## src/rtl/mem_access_unit.sv

```systemverilog
// mem_access_unit
//   Load/store sequencer between a multi-cycle datapath and a unified,
//   word-addressed memory (combinational read, write on posedge clk).
//   Handles RV32I LB/LH/LW/LBU/LHU/SB/SH/SW. Loads are extended by lane.
//   Sub-word stores do a read-modify-write. Misaligned accesses (when
//   CHECK_ALIGN=1) and illegal funct3 values complete with err.
//
// Ports
//   clk, rst               clock and synchronous active-high reset
//   req_valid, req_we      request strobe (taken only when ready) / 1=store
//   funct3, addr, wdata    RV32I width code, byte address, store data
//   ready, done, err       idle flag, one-cycle completion pulse, error with done
//   rdata                  extended load result, held until the next load
//   mem_A, mem_WD, mem_WE  word-aligned memory address, write word, write enable
//   mem_RD                 memory read data (combinational from mem_A)
module mem_access_unit #(
  parameter int ADDR_W      = 32,
  parameter bit CHECK_ALIGN = 1'b1
) (
  input  logic              clk,
  input  logic              rst,
  input  logic              req_valid,
  input  logic              req_we,
  input  logic [2:0]        funct3,
  input  logic [ADDR_W-1:0] addr,
  input  logic [31:0]       wdata,
  output logic              ready,
  output logic              done,
  output logic              err,
  output logic [31:0]       rdata,
  output logic [ADDR_W-1:0] mem_A,
  output logic [31:0]       mem_WD,
  output logic              mem_WE,
  input  logic [31:0]       mem_RD
);

  typedef enum logic [1:0] {S_IDLE, S_READ, S_WRITE, S_DONE} state_t;

  state_t            r_state;
  state_t            w_next;
  logic [ADDR_W-1:0] r_addr;
  logic [2:0]        r_f3;
  logic [31:0]       r_wdata;
  logic              r_we;
  logic              r_err;
  logic [31:0]       r_word;
  logic [31:0]       r_rdata;

  logic w_illegal;
  logic w_misalign;
  logic w_dec_err;
  logic w_accept;

  // Select the addressed lane and extend it to 32 bits.
  function automatic logic [31:0] load_ext(input logic [31:0] word,
                                           input logic [1:0]  a,
                                           input logic [2:0]  f3);
    logic [7:0]  b;
    logic [15:0] h;
    case (a)
      2'd0:    b = word[7:0];
      2'd1:    b = word[15:8];
      2'd2:    b = word[23:16];
      default: b = word[31:24];
    endcase
    h = a[1] ? word[31:16] : word[15:0];
    case (f3)
      3'b000:  load_ext = {{24{b[7]}}, b};
      3'b100:  load_ext = {24'd0, b};
      3'b001:  load_ext = {{16{h[15]}}, h};
      3'b101:  load_ext = {16'd0, h};
      default: load_ext = word;
    endcase
  endfunction

  // Merge store data into the previously read word (SW replaces it whole).
  function automatic logic [31:0] store_merge(input logic [31:0] word,
                                              input logic [31:0] wd,
                                              input logic [1:0]  a,
                                              input logic [2:0]  f3);
    logic [31:0] m;
    m = word;
    case (f3[1:0])
      2'b00: begin
        case (a)
          2'd0:    m[7:0]   = wd[7:0];
          2'd1:    m[15:8]  = wd[7:0];
          2'd2:    m[23:16] = wd[7:0];
          default: m[31:24] = wd[7:0];
        endcase
      end
      2'b01: begin
        if (a[1]) m[31:16] = wd[15:0];
        else      m[15:0]  = wd[15:0];
      end
      default: m = wd;
    endcase
    store_merge = m;
  endfunction

  // Unsigned variants only exist for loads; 011/11x are undefined widths.
  assign w_illegal  = (funct3 == 3'b011) || (funct3[2:1] == 2'b11) ||
                      (funct3[2] && req_we);
  // With CHECK_ALIGN=0 the low bits are simply ignored when lanes are picked.
  assign w_misalign = CHECK_ALIGN &&
                      (((funct3[1:0] == 2'b01) && addr[0]) ||
                       ((funct3 == 3'b010) && (addr[1:0] != 2'b00)));
  assign w_dec_err  = w_illegal || w_misalign;
  assign w_accept   = (r_state == S_IDLE) && req_valid;

  always_comb begin
    w_next = r_state;
    case (r_state)
      S_IDLE: begin
        if (req_valid) begin
          if (w_dec_err)                 w_next = S_DONE;
          else if (!req_we)              w_next = S_READ;
          else if (funct3[1:0] == 2'b10) w_next = S_WRITE;
          else                           w_next = S_READ;
        end
      end
      S_READ:  w_next = r_we ? S_WRITE : S_DONE;
      S_WRITE: w_next = S_DONE;
      default: w_next = S_IDLE;
    endcase
  end

  always_ff @(posedge clk) begin
    if (rst) begin
      r_state <= S_IDLE;
      r_err   <= 1'b0;
      r_rdata <= 32'd0;
      r_addr  <= '0;
    end else begin
      r_state <= w_next;
      if (w_accept) begin
        r_err  <= w_dec_err;
        r_addr <= addr;
      end
      // Load result is extended straight from the memory read in READ.
      if ((r_state == S_READ) && !r_we)
        r_rdata <= load_ext(mem_RD, r_addr[1:0], r_f3);
    end
  end

  always_ff @(posedge clk) begin
    if (w_accept) begin
      r_f3    <= funct3;
      r_wdata <= wdata;
      r_we    <= req_we;
    end
    if (r_state == S_READ)
      r_word <= mem_RD;
  end

  assign ready  = (r_state == S_IDLE)  && !rst;
  assign done   = (r_state == S_DONE)  && !rst;
  assign err    = done && r_err;
  // A reset arriving during WRITE must suppress the write.
  assign mem_WE = (r_state == S_WRITE) && !rst;
  assign mem_WD = store_merge(r_word, r_wdata, r_addr[1:0], r_f3);
  assign mem_A  = rst ? '0 : {r_addr[ADDR_W-1:2], 2'b00};
  assign rdata  = r_rdata;

endmodule
```

## config.mk

```make
export PLATFORM = sky130hd
export DESIGN_NAME = mem_access_unit
export DESIGN_NICKNAME = d
export VERILOG_FILES = /design/src/rtl/mem_access_unit.sv
export SDC_FILE = /design/constraint.sdc
export NUM_CORES = 1
export LEC_CHECK = 0
export CORE_AREA = 3 3 146 148
export CTS_CLUSTER_SIZE = 20
export DETAILED_ROUTE_END_ITERATION = 8
export DIE_AREA = 0 0 149 151
export PLACE_DENSITY = 0.63
export SLEW_MARGIN = 20
export SYNTH_ARGS = -nofsm -noshare
export SYNTH_HDL_FRONTEND = slang
export SYNTH_SLANG_ARGS = --single-unit
```

## constraint.sdc

```tcl
create_clock -name clk -period 3.8 [get_ports clk]
set_input_delay 0.76 -clock clk [delete_from_list [all_inputs] [get_ports clk]]
set_output_delay 0.76 -clock clk [all_outputs]
set_load 0.02 [all_outputs]
```

==> impl_metrics.py <==
metrics = {
    "sta": {
        "setup_ws_ns": 0.444,
        "finalClockSkew_ns": 0.00894,
        "setup_viol": 0,
        "min_period_ns": 3.36,
        "worst_hold_slack_ns": 0.448,
        "fmax_mhz": 298,
        "slew_headroom_pct": 45.5,
        "finalSetupTns_ns": 0,
        "final_max_slew_viol_count": 0,
        "period_share_pct": 88.3,
        "rsz0062_at_grt": "false",
        "hold_viol_final": 0,
        "worstMarginPinSlew_ns": 0.818,
    },
    "setup_path": {
        "criticalPathCategory": "reg -> out",
        "endpoint_kind": "output pin",
        "reg2reg_to": "rdata[31]",
        "r2r_start": "r_state[1]",
        "cp.arrival_ns": 2.60,
        "r2r_slack_ns": 1.15,
        "cpMaxStageDelayCell": "a21o_1",
        "worstPathCellList": "nand2b_4 -> a21o_1 -> mux2_2 -> clkdlybuf4s50_1",
        "slowest_delay_ns": 0.61,
        "worstRegToRegCells": 5,
        "crit_path_max_fanout": 15,
        "required_ns": 3.04,
        "cp-start-kind": "flop",
    },
    "worst_hold_path": {
        "hold_depth": 2,
        "hold_end": "r_addr[22]",
        "min_from": "r_addr[22]",
        "hold_class": "reg -> reg",
    },
    "placed_design": {
        "numPortBuffers": 200,
        "gp_congestion": 0.813,
        "preCtsSetupSlack_ns": 0.862,
        "hpwl_mm": 13.5,
        "place_inst": 1020,
    },
    "floorplanning": {
        "die_x_microns": 149,
        "core_area_sq_um": 20200,
        "rows": 52,
        "num_io_pins": 203,
        "die_h_microns": 151,
        "die_area_sq_um": 22500,
        "start_util_pct": 29.7,
    },
    "clocking": {
        "clockBufferDepth": 2,
        "post_cts_buffers": 0,
        "clk_latency_ns": 0.42,
        "cts_tree": "built",
        "numCtsBuffers": 17,
        "clk_pin_slew_worst_paths_ns": 0.06,
        "cts_num_sinks": 135,
        "cts-root-buf": "clkbuf_16",
        "cts_resized": 0,
        "htreeDepth": 4,
        "postCtsHoldBufs": 0,
    },
    "layout": {
        "fillCellCount": 1983,
        "multi_input_area_sq_um": 2370,
        "drive_gt1_share_pct": 8.06,
        "n_antenna_cell": 0,
        "layout_common_cells": "199 x clkdlybuf4s50_1, 112 x nand2_1, 68 x edfxtp_1",
        "layout_commonest_cell": "clkdlybuf4s50_1",
        "layoutNonFillerInstCount": 1052,
        "area_delta_synth_final_pct": 46.5,
        "final_nets": 877,
        "seq_area_sq_um": 3380,
    },
    "detailed_routing": {
        "dr_total_vias": 4997,
        "wl_per_cell_microns": 17.8,
        "viasPerCell": 4.75,
        "ant_nets": 0,
        "drtIter0Drc": 335,
        "drtPass1Iterations": 5,
        "drc_errors": 0,
        "routed_wl_mm": 18.8,
    },
    "logic_synthesis": {
        "ys.flop_type": "edfxtp_1",
        "yosys.area.top_type_share_pct": 34.1,
        "synthTopCellsByArea": "edfxtp_1 34%, dfxtp_1 22%, nand2_1 7.0%",
        "seq_area_frac_synth_pct": 56.5,
        "ys_ff_latch": 135,
        "synth_cell_type_count": 50,
        "ys_warn_count": 0,
        "netlist_instances": 582,
        "synth_edf_count": 68,
        "yosys.area.top_type": "edfxtp_1",
        "synthArstFlopShare_pct": 0,
        "synth.avg_cell_area_sq_um": 10.3,
        "synth_area_sq_um": 5990,
    },
    "status": {
        "status": "completed",
    },
    "power_and_ir_drop": {
        "p_per_area_nw_per_um2": 633,
        "intPower_w": 0.00366,
        "power.switching_w": 0.00190,
        "leakage_nw": 3.15,
        "p_sw_share_pct": 34.2,
        "ir_worst_vdd_mv": 0.346,
        "p_comb_share_pct": 34.1,
        "power_frac_seq_pct": 37.3,
        "pwr-share-clk_pct": 28.6,
    },
    "global_routing": {
        "grt_max_degree": 70,
        "grt_pass1_vias": 5001,
        "grt_pass1_wl_mm": 28.8,
        "antenna_found_initial": 0,
        "grt_overflow": 0,
        "grt_use_total_pct": 16.7,
    },
    "run": {
        "cap_violations": 0,
    },
}
## cells in the mapped netlist, drive strengths merged (2+ instances only)
master and n:
dfxtp 67, nor4 2, o21ai 21, nand2b 4, mux2 8, ha 5
a221oi 9, a211oi 17, a22o 15, a21o 9, o221ai 7, buf 18
clkbuf 27, nand2 113, nor2 41, nor3 11, mux2i 18, nand3b 8
o22a 7, a22oi 7, nor2b 36, inv 7, a21oi 44, edfxtp 68
## routing by layer
layer | up-vias | global-route usage [%] | part of all wire, %
met5 | - | 0 | 0
met4 | 0 | 5.17 | 1.9
met3 | 17 | 6.16 | 8.5
met2 | 192 | 25.5 | 45
met1 | 2347 | 22.2 | 44
li1 | 2441 | - | -
## layout make-up
| type | instances | area share, % |
|---|---|---|
| clock buffers | 19 | 5.05 |
| flip-flops and latches | 135 | 38.6 |
| inverters | 7 | 0.299 |
| well taps | 270 | 3.85 |
| clock inverters | 13 | 1.41 |
| repair buffers | 212 | 23.8 |
| multi-input cells | 396 | 27.0 |
## metrics by stage
stage	area (sq um)	utilization, %	power [W]
floorplan	5990	-	0.00316
global placement	8210	40.7	0.00400
detailed placement	8210	40.7	0.00401
CTS	8770	43.5	0.00563
global route	8770	43.5	0.00587
finish	8770	43.5	0.00556
## kinds of logic (layout without fill, tap and decap cells)
family                   Yosys count  in the layout  share of synthesized area, %
buffers and inverters             52            251                          4.12
AND/OR/NAND/NOR                  220            220                          17.0
other                              1              2                        0.0626
adder cells (fa/ha/maj)            5              5                          1.04
flip-flops                       135            135                          56.5
AO/OA/AOI/OAI                    143            143                          16.4
multiplexers                      26             26                          4.89
## worst max-delay path: cells and delay by family, from the launching register on
| kind | cells | cell delay [ns] |
|---|---|---|
| DFF | 1 | 0.41 |
| and+or+nand+nor | 1 | 0.20 |
| muxes | 1 | 0.42 |
| buffers and inverters | 1 | 0.54 |
| AOI/OAI and AO/OA | 1 | 0.61 |
## registers in the layout, indices dropped and copies added, names as in the netlist
name,flops
r_addr,32
r_wdata,32
r_word,32
rdata,32
r_f3,3
r_state,2
r_err,1
r_we,1
## power by group through the flow
stage | Combinational (W) | Sequential (W) | Clock, W
global placement | 0.00190 | 0.00210 | 0
floorplan | 0.00101 | 0.00214 | 0
finish | 0.00190 | 0.00207 | 0.00159
CTS | 0.00192 | 0.00208 | 0.00163
detailed placement | 0.00191 | 0.00210 | 0
global route | 0.00207 | 0.00211 | 0.00170
## worst max path at each step
stage	start	endpoint	slack, ns	depth (start not counted)
2_1_floorplan	r_f3[0]	mem_WD[29]	1.46	7
3_3_place_gp	rst	err	0.91	4
3_5_place_dp	r_addr[0]	mem_WD[1]	0.86	4
4_1_cts	r_addr[0]	mem_WD[1]	0.40	4
5_1_grt	r_addr[0]	mem_WD[1]	0.30	4
6_report	r_addr[0]	mem_WD[1]	0.44	4
No activity file was read; power rests on OpenSTA's default activity.
